==> config.mk <==
export PLATFORM = sky130hd
export DESIGN_NAME = base_input_deser_ctl
export DESIGN_NICKNAME = d
export VERILOG_FILES = /design/src/rtl/base_input_pkg.sv /design/src/rtl/base_input_shift.sv /design/src/rtl/base_input_deser_ctl.sv
export SDC_FILE = /design/constraint.sdc
export NUM_CORES = 1
export LEC_CHECK = 0
export CAP_MARGIN = 0
export CORE_MARGIN = 2
export CORE_UTILIZATION = 45
export DETAILED_ROUTE_END_ITERATION = 8
export PLACE_DENSITY_LB_ADDON = 0.05
export SLEW_MARGIN = 15
export SYNTH_ARGS = -nofsm -noshare
export SYNTH_HDL_FRONTEND = slang
export SYNTH_SLANG_ARGS = --single-unit
export TNS_END_PERCENT = 30
==> constraint.sdc <==
create_clock -name clk -period 2.5 [get_ports clk]
set_clock_uncertainty 0.1 [all_clocks]
set_input_delay 0.375 -clock clk [delete_from_list [all_inputs] [get_ports clk]]
set_output_delay 0.375 -clock clk [all_outputs]
set_load 0.02 [all_outputs]
==> src/rtl/base_input_pkg.sv <==
// Shared types and sizing helpers for the serial input framing controller.
// Macro BASE_INPUT_PARITY_EN appends one even-parity bit to every word.
package base_input_pkg;

   typedef enum logic [1:0] {
      IDLE  = 2'd0,
      SHIFT = 2'd1,
      STALL = 2'd2
   } state_e;

`ifdef BASE_INPUT_PARITY_EN
   localparam int PAR_BITS = 1;
`else
   localparam int PAR_BITS = 0;
`endif

   // Wide enough to hold the accept position of the last bit of a word.
   function automatic int cnt_w(input int width);
      return $clog2(width + PAR_BITS + 1);
   endfunction

endpackage

==> src/rtl/base_input_shift.sv <==
// Word-assembly shift register: each new bit enters index 0, older bits move toward width-1.
// clr together with en starts a fresh word holding only the incoming bit.
module base_input_shift
   import base_input_pkg::*;
#(
   parameter int width = 8
) (
   input  logic             clk,
   input  logic             reset_n,
   input  logic             en,
   input  logic             clr,
   input  logic             d,
   output logic [0:width-1] q,
   output logic [0:width-1] q_shift
);

   logic [0:width-1] q_q;
   logic [0:width-1] q_d;
   logic [0:width-1] fresh;

   generate
      if (width == 1) begin : g_single
         assign q_shift = d;
      end else begin : g_multi
         assign q_shift = {d, q_q[0:width-2]};
      end
   endgenerate

   always_comb begin
      fresh    = '0;
      fresh[0] = d;
      q_d      = q_q;
      if (en) begin
         q_d = clr ? fresh : q_shift;
      end else if (clr) begin
         q_d = '0;
      end
   end

   always_ff @(posedge clk or negedge reset_n) begin
      if (!reset_n) begin
         q_q <= '0;
      end else begin
         q_q <= q_d;
      end
   end

   assign q = q_q;

endmodule

==> src/rtl/base_input_deser_ctl.sv <==
// Serial-to-parallel framing controller: aligns on i_sof, assembles w-bit words, registered output.
// Optional macro BASE_INPUT_PARITY_EN adds a trailing even-parity bit per word reported on o_perr.
module base_input_deser_ctl
   import base_input_pkg::*;
#(
   parameter int w = 8
) (
   input  logic         clk,
   input  logic         reset_n,
   input  logic         i_v,
   output logic         i_r,
   input  logic         i_sof,
   input  logic         i_d,
   output logic         o_v,
   input  logic         o_r,
   output logic [0:w-1] o_d,
   output logic         o_err,
   output logic         o_perr
);

   localparam int            CW     = cnt_w(w);
   localparam int            NB     = w + PAR_BITS;
   localparam logic [CW-1:0] NB_C   = CW'(NB);
   localparam logic [CW-1:0] W_C    = CW'(w);
   localparam logic [CW-1:0] ONE_C  = CW'(1);
   localparam logic          PAR_EN = (PAR_BITS == 1);

   // Handshakes: a bit moves when i_v & i_r, a word moves when o_v & o_r; o_v/o_d hold until then.
   state_e          state_q, state_d;
   logic [CW-1:0]   cnt_q, cnt_d;
   logic [CW-1:0]   pos;
   logic            o_v_q, o_v_d;
   logic [0:w-1]    o_d_q, o_d_d;
   logic            err_q, err_d;
   logic            o_perr_q, o_perr_d;
   logic            par_q, par_d;
   logic            hold_perr_q, hold_perr_d;
   logic            acc;
   logic            sr_en;
   logic            sr_clr;
   logic            perr_calc;
   logic [0:w-1]    sr_q;
   logic [0:w-1]    sr_shift;
   logic [0:w-1]    word_done;

   assign i_r = (state_q != STALL);
   assign acc = i_v & i_r;

   // With parity the completing accept is the parity bit, so the data is already in sr_q.
   assign word_done = PAR_EN ? sr_q : sr_shift;
   assign perr_calc = PAR_EN & (par_q ^ i_d);

   base_input_shift #(
      .width (w)
   ) u_shift (
      .clk     (clk),
      .reset_n (reset_n),
      .en      (sr_en),
      .clr     (sr_clr),
      .d       (i_d),
      .q       (sr_q),
      .q_shift (sr_shift)
   );

   always_comb begin
      state_d     = state_q;
      cnt_d       = cnt_q;
      o_v_d       = o_v_q & ~o_r;
      o_d_d       = o_d_q;
      err_d       = 1'b0;
      o_perr_d    = o_perr_q;
      par_d       = par_q;
      hold_perr_d = hold_perr_q;
      sr_en       = 1'b0;
      sr_clr      = 1'b0;
      pos         = '0;

      case (state_q)
         STALL: begin
            if (o_r) begin
               o_v_d    = 1'b1;
               o_d_d    = sr_q;
               o_perr_d = hold_perr_q;
               cnt_d    = '0;
               state_d  = SHIFT;
            end
         end
         default: begin
            if (acc) begin
               // pos is the 1-based position of this bit in its word; 0 means the bit is dropped.
               if (i_sof) begin
                  pos   = ONE_C;
                  err_d = (state_q == SHIFT) && (cnt_q != '0);
               end else if (state_q == IDLE) begin
                  err_d = 1'b1;
               end else begin
                  pos = cnt_q + ONE_C;
               end

               if (pos != '0) begin
                  if (pos <= W_C) begin
                     sr_en  = 1'b1;
                     sr_clr = (pos == ONE_C);
                     par_d  = (pos == ONE_C) ? i_d : (par_q ^ i_d);
                  end
                  if (pos == NB_C) begin
                     cnt_d = '0;
                     if (!o_v_q || o_r) begin
                        o_v_d    = 1'b1;
                        o_d_d    = word_done;
                        o_perr_d = perr_calc;
                        state_d  = SHIFT;
                     end else begin
                        hold_perr_d = perr_calc;
                        state_d     = STALL;
                     end
                  end else begin
                     cnt_d   = pos;
                     state_d = SHIFT;
                  end
               end
            end
         end
      endcase
   end

   always_ff @(posedge clk or negedge reset_n) begin
      if (!reset_n) begin
         state_q     <= IDLE;
         cnt_q       <= '0;
         o_v_q       <= 1'b0;
         o_d_q       <= '0;
         err_q       <= 1'b0;
         o_perr_q    <= 1'b0;
         par_q       <= 1'b0;
         hold_perr_q <= 1'b0;
      end else begin
         state_q     <= state_d;
         cnt_q       <= cnt_d;
         o_v_q       <= o_v_d;
         o_d_q       <= o_d_d;
         err_q       <= err_d;
         o_perr_q    <= o_perr_d;
         par_q       <= par_d;
         hold_perr_q <= hold_perr_d;
      end
   end

   assign o_v   = o_v_q;
   assign o_d   = o_d_q;
   assign o_err = err_q;

`ifdef BASE_INPUT_PARITY_EN
   assign o_perr = o_perr_q;
`else
   assign o_perr = 1'b0;
`endif

endmodule

==> impl_metrics.csv, run 1 <==
group,metric,value,unit
drt,finalWirelength,2600,um
global_route,antenna_found_initial,0,
drt,firstDrtPassIters,4,
drt,post_drt_wl_per_cell,14.0,um
power,power_frac_seq,0.451,
sta,rsz_0062_raised_after_global_routing,"no",
finish,layout.nets,163,
power,power_density,704,nW/um^2
placed_design,place.detailed.hpwl,1900,um
worst_setup_path,startpoint_type,"flop",
yosys,seq_area_frac_synth,0.459,
clock_tree,clk_pin_slew,0.14,ns
yosys,netlist.area_leader.share,0.459,
yosys,postSynthRegisterBits,24,
flow_run,cap_violations,0,
floorplanning,fp.dieArea,3360,sq um
clock_tree,cts.repair_timing.setup_buffer_count,0,
finish,fillCellCount,250,
power,net_switching_power,0.000346,W
drt,drtIter0Drc,9,
sta,drv_slew,0,
power,ir_drop,0.000452,V
clock_tree,tritoncts,"yes",
global_route,grt_usage,0.175,
sta,hold_viol_final,0,
power,combPwrFrac,0.300,
worst_hold_path,min_path_type,"primary input to asynchronous set/reset pin",
outcome,status,"finished clean",
clock_tree,number_of_buffers_created_by_cts,3,
global_route,grt_first_pass_wirelength,4570,um
sta,postLayoutSetupSlackWorst,0.0739,ns
clock_tree,clock_latency,0.31,ns
power,switching_share,0.309,
clock_tree,clock_tree.buffer_depth,2,
sta,final.setup.tns,0,ns
worst_setup_path,critPathMaxFanout,8,
yosys,synthDistinctLibCells,43,
sta,final-setup-viol-count,0,
worst_setup_path,timing.rr.start,"cnt_q[0]",
drt,drt-vias-per-instance,5.55,
power,power_leakage,0.781,nW
clock_tree,root_buffer,"sky130_fd_sc_hd__clkbuf_4",
sta,final_period_minus_worst_setup_slack,2.43,ns
drt,route.vias.total,1027,
drt,ant_nets,0,
worst_setup_path,timing.reg2reg.setup_slack,0.07,ns
global_route,maximum_number_of_pins_on_one_net_before_global_route_repair,25,
yosys,synth_warnings,0,
placed_design,globalplace.congestion,0.824,
power,power_frac_clock,0.249,
clock_tree,clock_sink_count,24,
floorplanning,boundaryPins,18,
sta,timing.fmax,412,MHz
floorplanning,rows,19,
floorplanning,die_height,57.9,um
drt,remaining_drc_errors,0,
placed_design,input_output_buffers,16,
placed_design,dpl_worst_slack,0.00989,ns
worst_setup_path,timing_worst_setup_path_type,"flop to flop",
worst_setup_path,cp.required,2.61,ns
yosys,ys_top_cells_by_area,"sky130_fd_sc_hd__dfrtp_1 46%, sky130_fd_sc_hd__nand2_1 8.3%, sky130_fd_sc_hd__mux2_2 6.9%, sky130_fd_sc_hd__a31o_2 4.0%, sky130_fd_sc_hd__a21boi_0 3.4%",
worst_setup_path,crit-reg2reg-capture,"u_shift.q[1]",
finish,num_antenna_cells,0,
clock_tree,hold_buffers,0,
floorplanning,floorplan.initialDensity,0.475,
worst_setup_path,arrival_time_at_the_worst_endpoint,2.54,ns
yosys,synth.largest_area_cell,"sky130_fd_sc_hd__dfrtp_1",
floorplanning,coreArea,2760,sq um
finish,final_layout_size_suffix_gt1_frac,0.240,
sta,post-route-period-util,0.970,
global_route,vias_in_the_first_global_route,1006,
worst_setup_path,worst-r2r-cell-count,6,
floorplanning,chipWidth,57.9,um
finish,synthToLayoutAreaGrowth,21.8,%
worst_setup_path,endpoint_kind,"flop",
power,intPower,0.000776,W
yosys,synthCells,132,
clock_tree,htreeDepth,1,
yosys,synthesis.area_per_instance,9.91,sq um
yosys,mappedNetlistArea,1310,sq um
yosys,synth_nets,140,
global_route,grt-ovfl-total,0,
==> worst max-delay path, stage by stage (launching register included) <==
cell,delay (ns)
sky130_fd_sc_hd__dfrtp_1,0.45
sky130_fd_sc_hd__inv_2,0.08
sky130_fd_sc_hd__ha_1,0.37
sky130_fd_sc_hd__or4_4,0.53
sky130_fd_sc_hd__mux2_4,0.31
sky130_fd_sc_hd__and2_4,0.20
sky130_fd_sc_hd__mux2_4,0.30
==> flip-flops by register name, indices dropped and copies added (netlist names) <==
| signal | count |
|---|---|
| cnt_q | 4 |
| o_v | 1 |
| o_err | 1 |
| o_d | 8 |
| u_shift.q | 8 |
| state_q | 2 |
==> worst max path at each step <==
| stage | slack [ns] | endpoint | startpoint |
|---|---|---|---|
| finish | 0.07 | u_shift.q[1] | cnt_q[0] |
| CTS | 0.06 | i_r | state_q[0] |
| global placement | 0.06 | u_shift.q[0] | i_sof |
| floorplan | 0.14 | u_shift.q[0] | cnt_q[0] |
| detailed placement | 0.01 | u_shift.q[1] | i_sof |
| global route | 0.009 | u_shift.q[1] | cnt_q[0] |
==> cell type report <==
type,instances,area [sq um],share of cell area
flip-flops and latches,24,602,0.378
well taps,31,38.8,0.0243
repair buffers,23,225,0.141
multi-input cells,97,653,0.410
clock inverters,1,30.0,0.0188
clock buffers,3,22.5,0.0141
inverters,6,22.5,0.0141
==> cell usage after synthesis (all sizes together) <==
| master | n |
|---|---|
| nand2 | 29 |
| dfrtp | 24 |
| mux2 | 11 |
| nor2 | 9 |
| a21boi | 7 |
| a31o | 6 |
| inv | 6 |
| a21o | 3 |
| buf | 3 |
| nor3b | 3 |
| a21oi | 2 |
| and2 | 2 |
| clkbuf | 2 |
| ha | 2 |
| nand3 | 2 |
| nor3 | 2 |
| o21ai | 2 |
| xor2 | 2 |
| a211oi | 1 |
| a22o | 1 |
| a31oi | 1 |
| and2b | 1 |
| conb | 1 |
| nand2b | 1 |
| nand3b | 1 |
| nand4 | 1 |
| nor4 | 1 |
| o22ai | 1 |
| o311ai | 1 |
| o31ai | 1 |
| o32ai | 1 |
| or3 | 1 |
| or4 | 1 |
==> cells by family after synthesis <==
logic type,synth area share
AND/OR/NAND/NOR,0.202
adder cells (fa/ha/maj),0.0191
flip-flops,0.459
multiplexers,0.103
other,0.00287
AO/OA/AOI/OAI,0.159
buffers and inverters,0.0421
XOR/XNOR,0.0134
==> metrics by stage <==
| stage | power (W) | hold WS (ns) | cell area (sq um) | util | std cells |
|---|---|---|---|---|---|
| after floorplan | 0.000744 | -0.0206 | 1310 | - | 132 |
| after global placement | 0.000834 | 0.390 | 1540 | 0.559 | 181 |
| after detailed placement | 0.000846 | 0.395 | 1540 | 0.559 | 181 |
| after CTS | 0.00113 | 0.304 | 1590 | 0.578 | 185 |
| after global routing | 0.00119 | 0.307 | 1590 | 0.578 | 185 |
| final | 0.00112 | 0.302 | 1590 | 0.578 | 185 |
==> per-layer routing <==
layer  global-route usage  wire length (um)  up-vias
met4               0.0498                49        0
met3               0.0335                93        6
met5                    0                 0        -
li1                     -                 -      503
met2                0.278              1150       24
met1                0.247              1310      494
==> power groups by stage <==
stage | Clock [W] | Combinational, W | Sequential [W]
floorplan | 0 | 0.000239 | 0.000506
global placement | 0 | 0.000325 | 0.000510
detailed placement | 0 | 0.000334 | 0.000512
CTS | 0.000288 | 0.000336 | 0.000504
global route | 0.000308 | 0.000369 | 0.000515
finish | 0.000279 | 0.000337 | 0.000506
==> layout by cell type, fill, tap and decap left out, types with 2 or more instances in the layout <==
| master | count |
|---|---|
| sky130_fd_sc_hd__nand2_1 | 29 |
| sky130_fd_sc_hd__dfrtp_1 | 23 |
| sky130_fd_sc_hd__clkdlybuf4s50_1 | 16 |
| sky130_fd_sc_hd__nor2_1 | 9 |
| sky130_fd_sc_hd__mux2_2 | 8 |
| sky130_fd_sc_hd__a21boi_0 | 6 |
| sky130_fd_sc_hd__a31o_2 | 6 |
| sky130_fd_sc_hd__buf_4 | 6 |
| sky130_fd_sc_hd__inv_1 | 5 |
| sky130_fd_sc_hd__mux2_4 | 3 |
| sky130_fd_sc_hd__clkbuf_4 | 3 |
| sky130_fd_sc_hd__xor2_1 | 2 |
| sky130_fd_sc_hd__nand3_1 | 2 |
| sky130_fd_sc_hd__a21oi_1 | 2 |
| sky130_fd_sc_hd__nor3b_1 | 2 |
| sky130_fd_sc_hd__nor3_1 | 2 |
| sky130_fd_sc_hd__a21o_1 | 2 |
| sky130_fd_sc_hd__ha_1 | 2 |
==> timing repair <==
item                                   CTS  global route
gates resized for setup                  0             1
endpoints found under the hold margin    0             0
setup endpoints to repair                0             1
No activity file was read; power rests on OpenSTA's default activity.
==> run 2, diff against run 1 <==
Settings changed: CORE_MARGIN 2 to 1.
==> run 2 against run 1 <==
Net effect: cell area stayed put; worst hold slack worse by 0.014 ns; clock power is 2% higher; sequential power hardly changed; register-to-register slack hardly changed; clock-buffer cell count stayed put; via count is 1.2% lower; non-clock buffer count stayed put; critical path type unchanged.
==> impl_metrics.csv, run 2 (synthesis gave the netlist of run 1 again) <==
group,metric,value,unit
worst_setup_path,cp_num_cells,6,
global_route,maximum_number_of_pins_on_one_net_before_global_route_repair,25,
worst_setup_path,crit_path_top_delay_cell,"sky130_fd_sc_hd__or4_4",
power,ir_drop,0.000395,V
drt,route.vias.total,1015,
power,power_density,706,nW/um^2
floorplanning,floorplan.initialDensity,0.475,
worst_setup_path,critical-path-top-cell-by-count,"sky130_fd_sc_hd__mux2_4",
global_route,grt_first_pass_wirelength,4620,um
finish,synthToLayoutAreaGrowth,21.8,%
finish,finish.utilization,0.578,
drt,drtIter0Drc,17,
outcome,status,"finished clean",
floorplanning,chipWidth,55.9,um
worst_hold_path,min_path_type,"primary input to asynchronous set/reset pin",
floorplanning,boundaryPins,18,
clock_tree,tritoncts,"yes",
finish,layout.nets,163,
global_route,antenna_found_initial,0,
floorplanning,die_height,55.9,um
global_route,grt_usage,0.186,
clock_tree,hold_buffers,0,
drt,ant_nets,0,
flow_run,cap_violations,0,
worst_setup_path,path_cells,"inv_2 > ha_1 > or4_4 > mux2_4 > and2_4 > mux2_4",
worst_setup_path,arrival_time_at_the_worst_endpoint,2.53,ns
global_route,grt-ovfl-total,0,
finish,most-common-layout-cells,"29 x sky130_fd_sc_hd__nand2_1, 23 x sky130_fd_sc_hd__dfrtp_1, 16 x sky130_fd_sc_hd__clkdlybuf4s50_1",
power,power_leakage,0.781,nW
drt,firstDrtPassIters,4,
floorplanning,rows,19,
clock_tree,clock_tree.buffer_depth,2,
finish,num_antenna_cells,0,
worst_setup_path,critPathMaxFanout,8,
clock_tree,root_buffer,"sky130_fd_sc_hd__clkbuf_4",
floorplanning,fp.dieArea,3130,sq um
finish,layout_commonest_cell,"sky130_fd_sc_hd__nand2_1",
sta,final.setup.tns,0,ns
sta,hold_viol_final,0,
clock_tree,number_of_buffers_created_by_cts,3,
worst_setup_path,timing_worst_setup_path_type,"flop to flop",
worst_setup_path,crit_path_largest_cell_delay,0.52,ns
finish,final_layout_size_suffix_gt1_frac,0.240,
finish,fillCellCount,249,
drt,remaining_drc_errors,0,
worst_setup_path,startpoint_type,"flop",
clock_tree,clk_pin_slew,0.14,ns
clock_tree,clock_sink_count,24,
worst_setup_path,crit_buf_inv,1,
sta,final_period_minus_worst_setup_slack,2.42,ns
finish,multiInputGateArea,653,sq um
sta,rsz_0062_raised_after_global_routing,"no",
floorplanning,coreArea,2760,sq um
sta,post-route-period-util,0.967,
clock_tree,htreeDepth,1,
sta,drv_slew,0,
placed_design,place.detailed.hpwl,1880,um
finish,fin_area,1590,sq um
placed_design,globalplace.congestion,0.819,
sta,whs,0.288,ns
clock_tree,clock_latency,0.32,ns
power,fin_total_pwr,0.00112,W
worst_setup_path,worst-r2r-cell-count,6,
finish,regArea,602,sq um
worst_setup_path,critical-path-top-delay-family,"simple AND/OR/NAND/NOR gates",
sta,timing.fmax,414,MHz
drt,post_drt_wl_per_cell,14.0,um
drt,drt-vias-per-instance,5.49,
placed_design,input_output_buffers,16,
worst_setup_path,cp.required,2.61,ns
sta,final-setup-viol-count,0,
global_route,vias_in_the_first_global_route,1007,
worst_setup_path,endpoint_kind,"flop",
drt,finalWirelength,2600,um
placed_design,detailed_place.area,1540,sq um
==> run 2: where the power goes <==
group	switching (W)	leakage, nW	internal, W
registers	0.0000578	0.321	0.000446
logic	0.000168	0.432	0.000168
clock network	0.000123	0.0279	0.000162
==> run 2: routing by layer <==
layer	up-vias	GRT usage	routed length, um
li1	507	-	-
met1	482	0.266	1280
met2	24	0.296	1190
met3	2	0.0256	108
met4	0	0.0523	19
met5	-	0	0
==> run 2: area by class of cell <==
cell class,count,area share
Timing Repair Buffer,23,0.141
Inverter,6,0.0141
Multi-Input combinational cell,97,0.410
Tap cell,31,0.0243
Clock inverter,1,0.0188
Clock buffer,3,0.0141
Sequential cell,24,0.378
==> run 2: worst reg2reg max path, cell delays in order (launching register included) <==
cell and delay (ns):
sky130_fd_sc_hd__dfrtp_1 0.45, sky130_fd_sc_hd__inv_2 0.08, sky130_fd_sc_hd__ha_1 0.36, sky130_fd_sc_hd__or4_4 0.52
sky130_fd_sc_hd__mux2_4 0.31, sky130_fd_sc_hd__and2_4 0.20, sky130_fd_sc_hd__mux2_4 0.31
==> run 2: path summary, 6_finish.rpt <==
check,from,endpoint,slack (ns)
setup / recovery,cnt_q[0],u_shift.q[1],0.08
min in group clk,o_d[6],o_d[6],0.43
setup reg to reg,cnt_q[0],u_shift.q[1],0.08
hold reg to reg,o_d[6],o_d[6],0.43
hold / removal,reset_n,o_d[7],0.29
max in group asynchronous,reset_n,state_q[0],1.76
==> run 2: per-stage QoR <==
| step | worst slack (ns) | instances |
|---|---|---|
| after floorplan | 0.145 | 132 |
| after global placement | 0.0642 | 181 |
| after detailed placement | 0.0195 | 181 |
| after CTS | 0.0226 | 185 |
| after global routing | 0.00671 | 185 |
| final | 0.0832 | 185 |
==> run 2: repair_timing <==
item | CTS | global route
gates resized for setup | 0 | 1
setup buffers | 0 | 0
endpoints found under the setup margin | 0 | 1
==> run 3, diff against run 2 <==
Settings changed: ABC_CLOCK_PERIOD_IN_PS set to 2500.
==> results of run 3 <==
Final layout, timing and power as in run 2 (identical DEF).
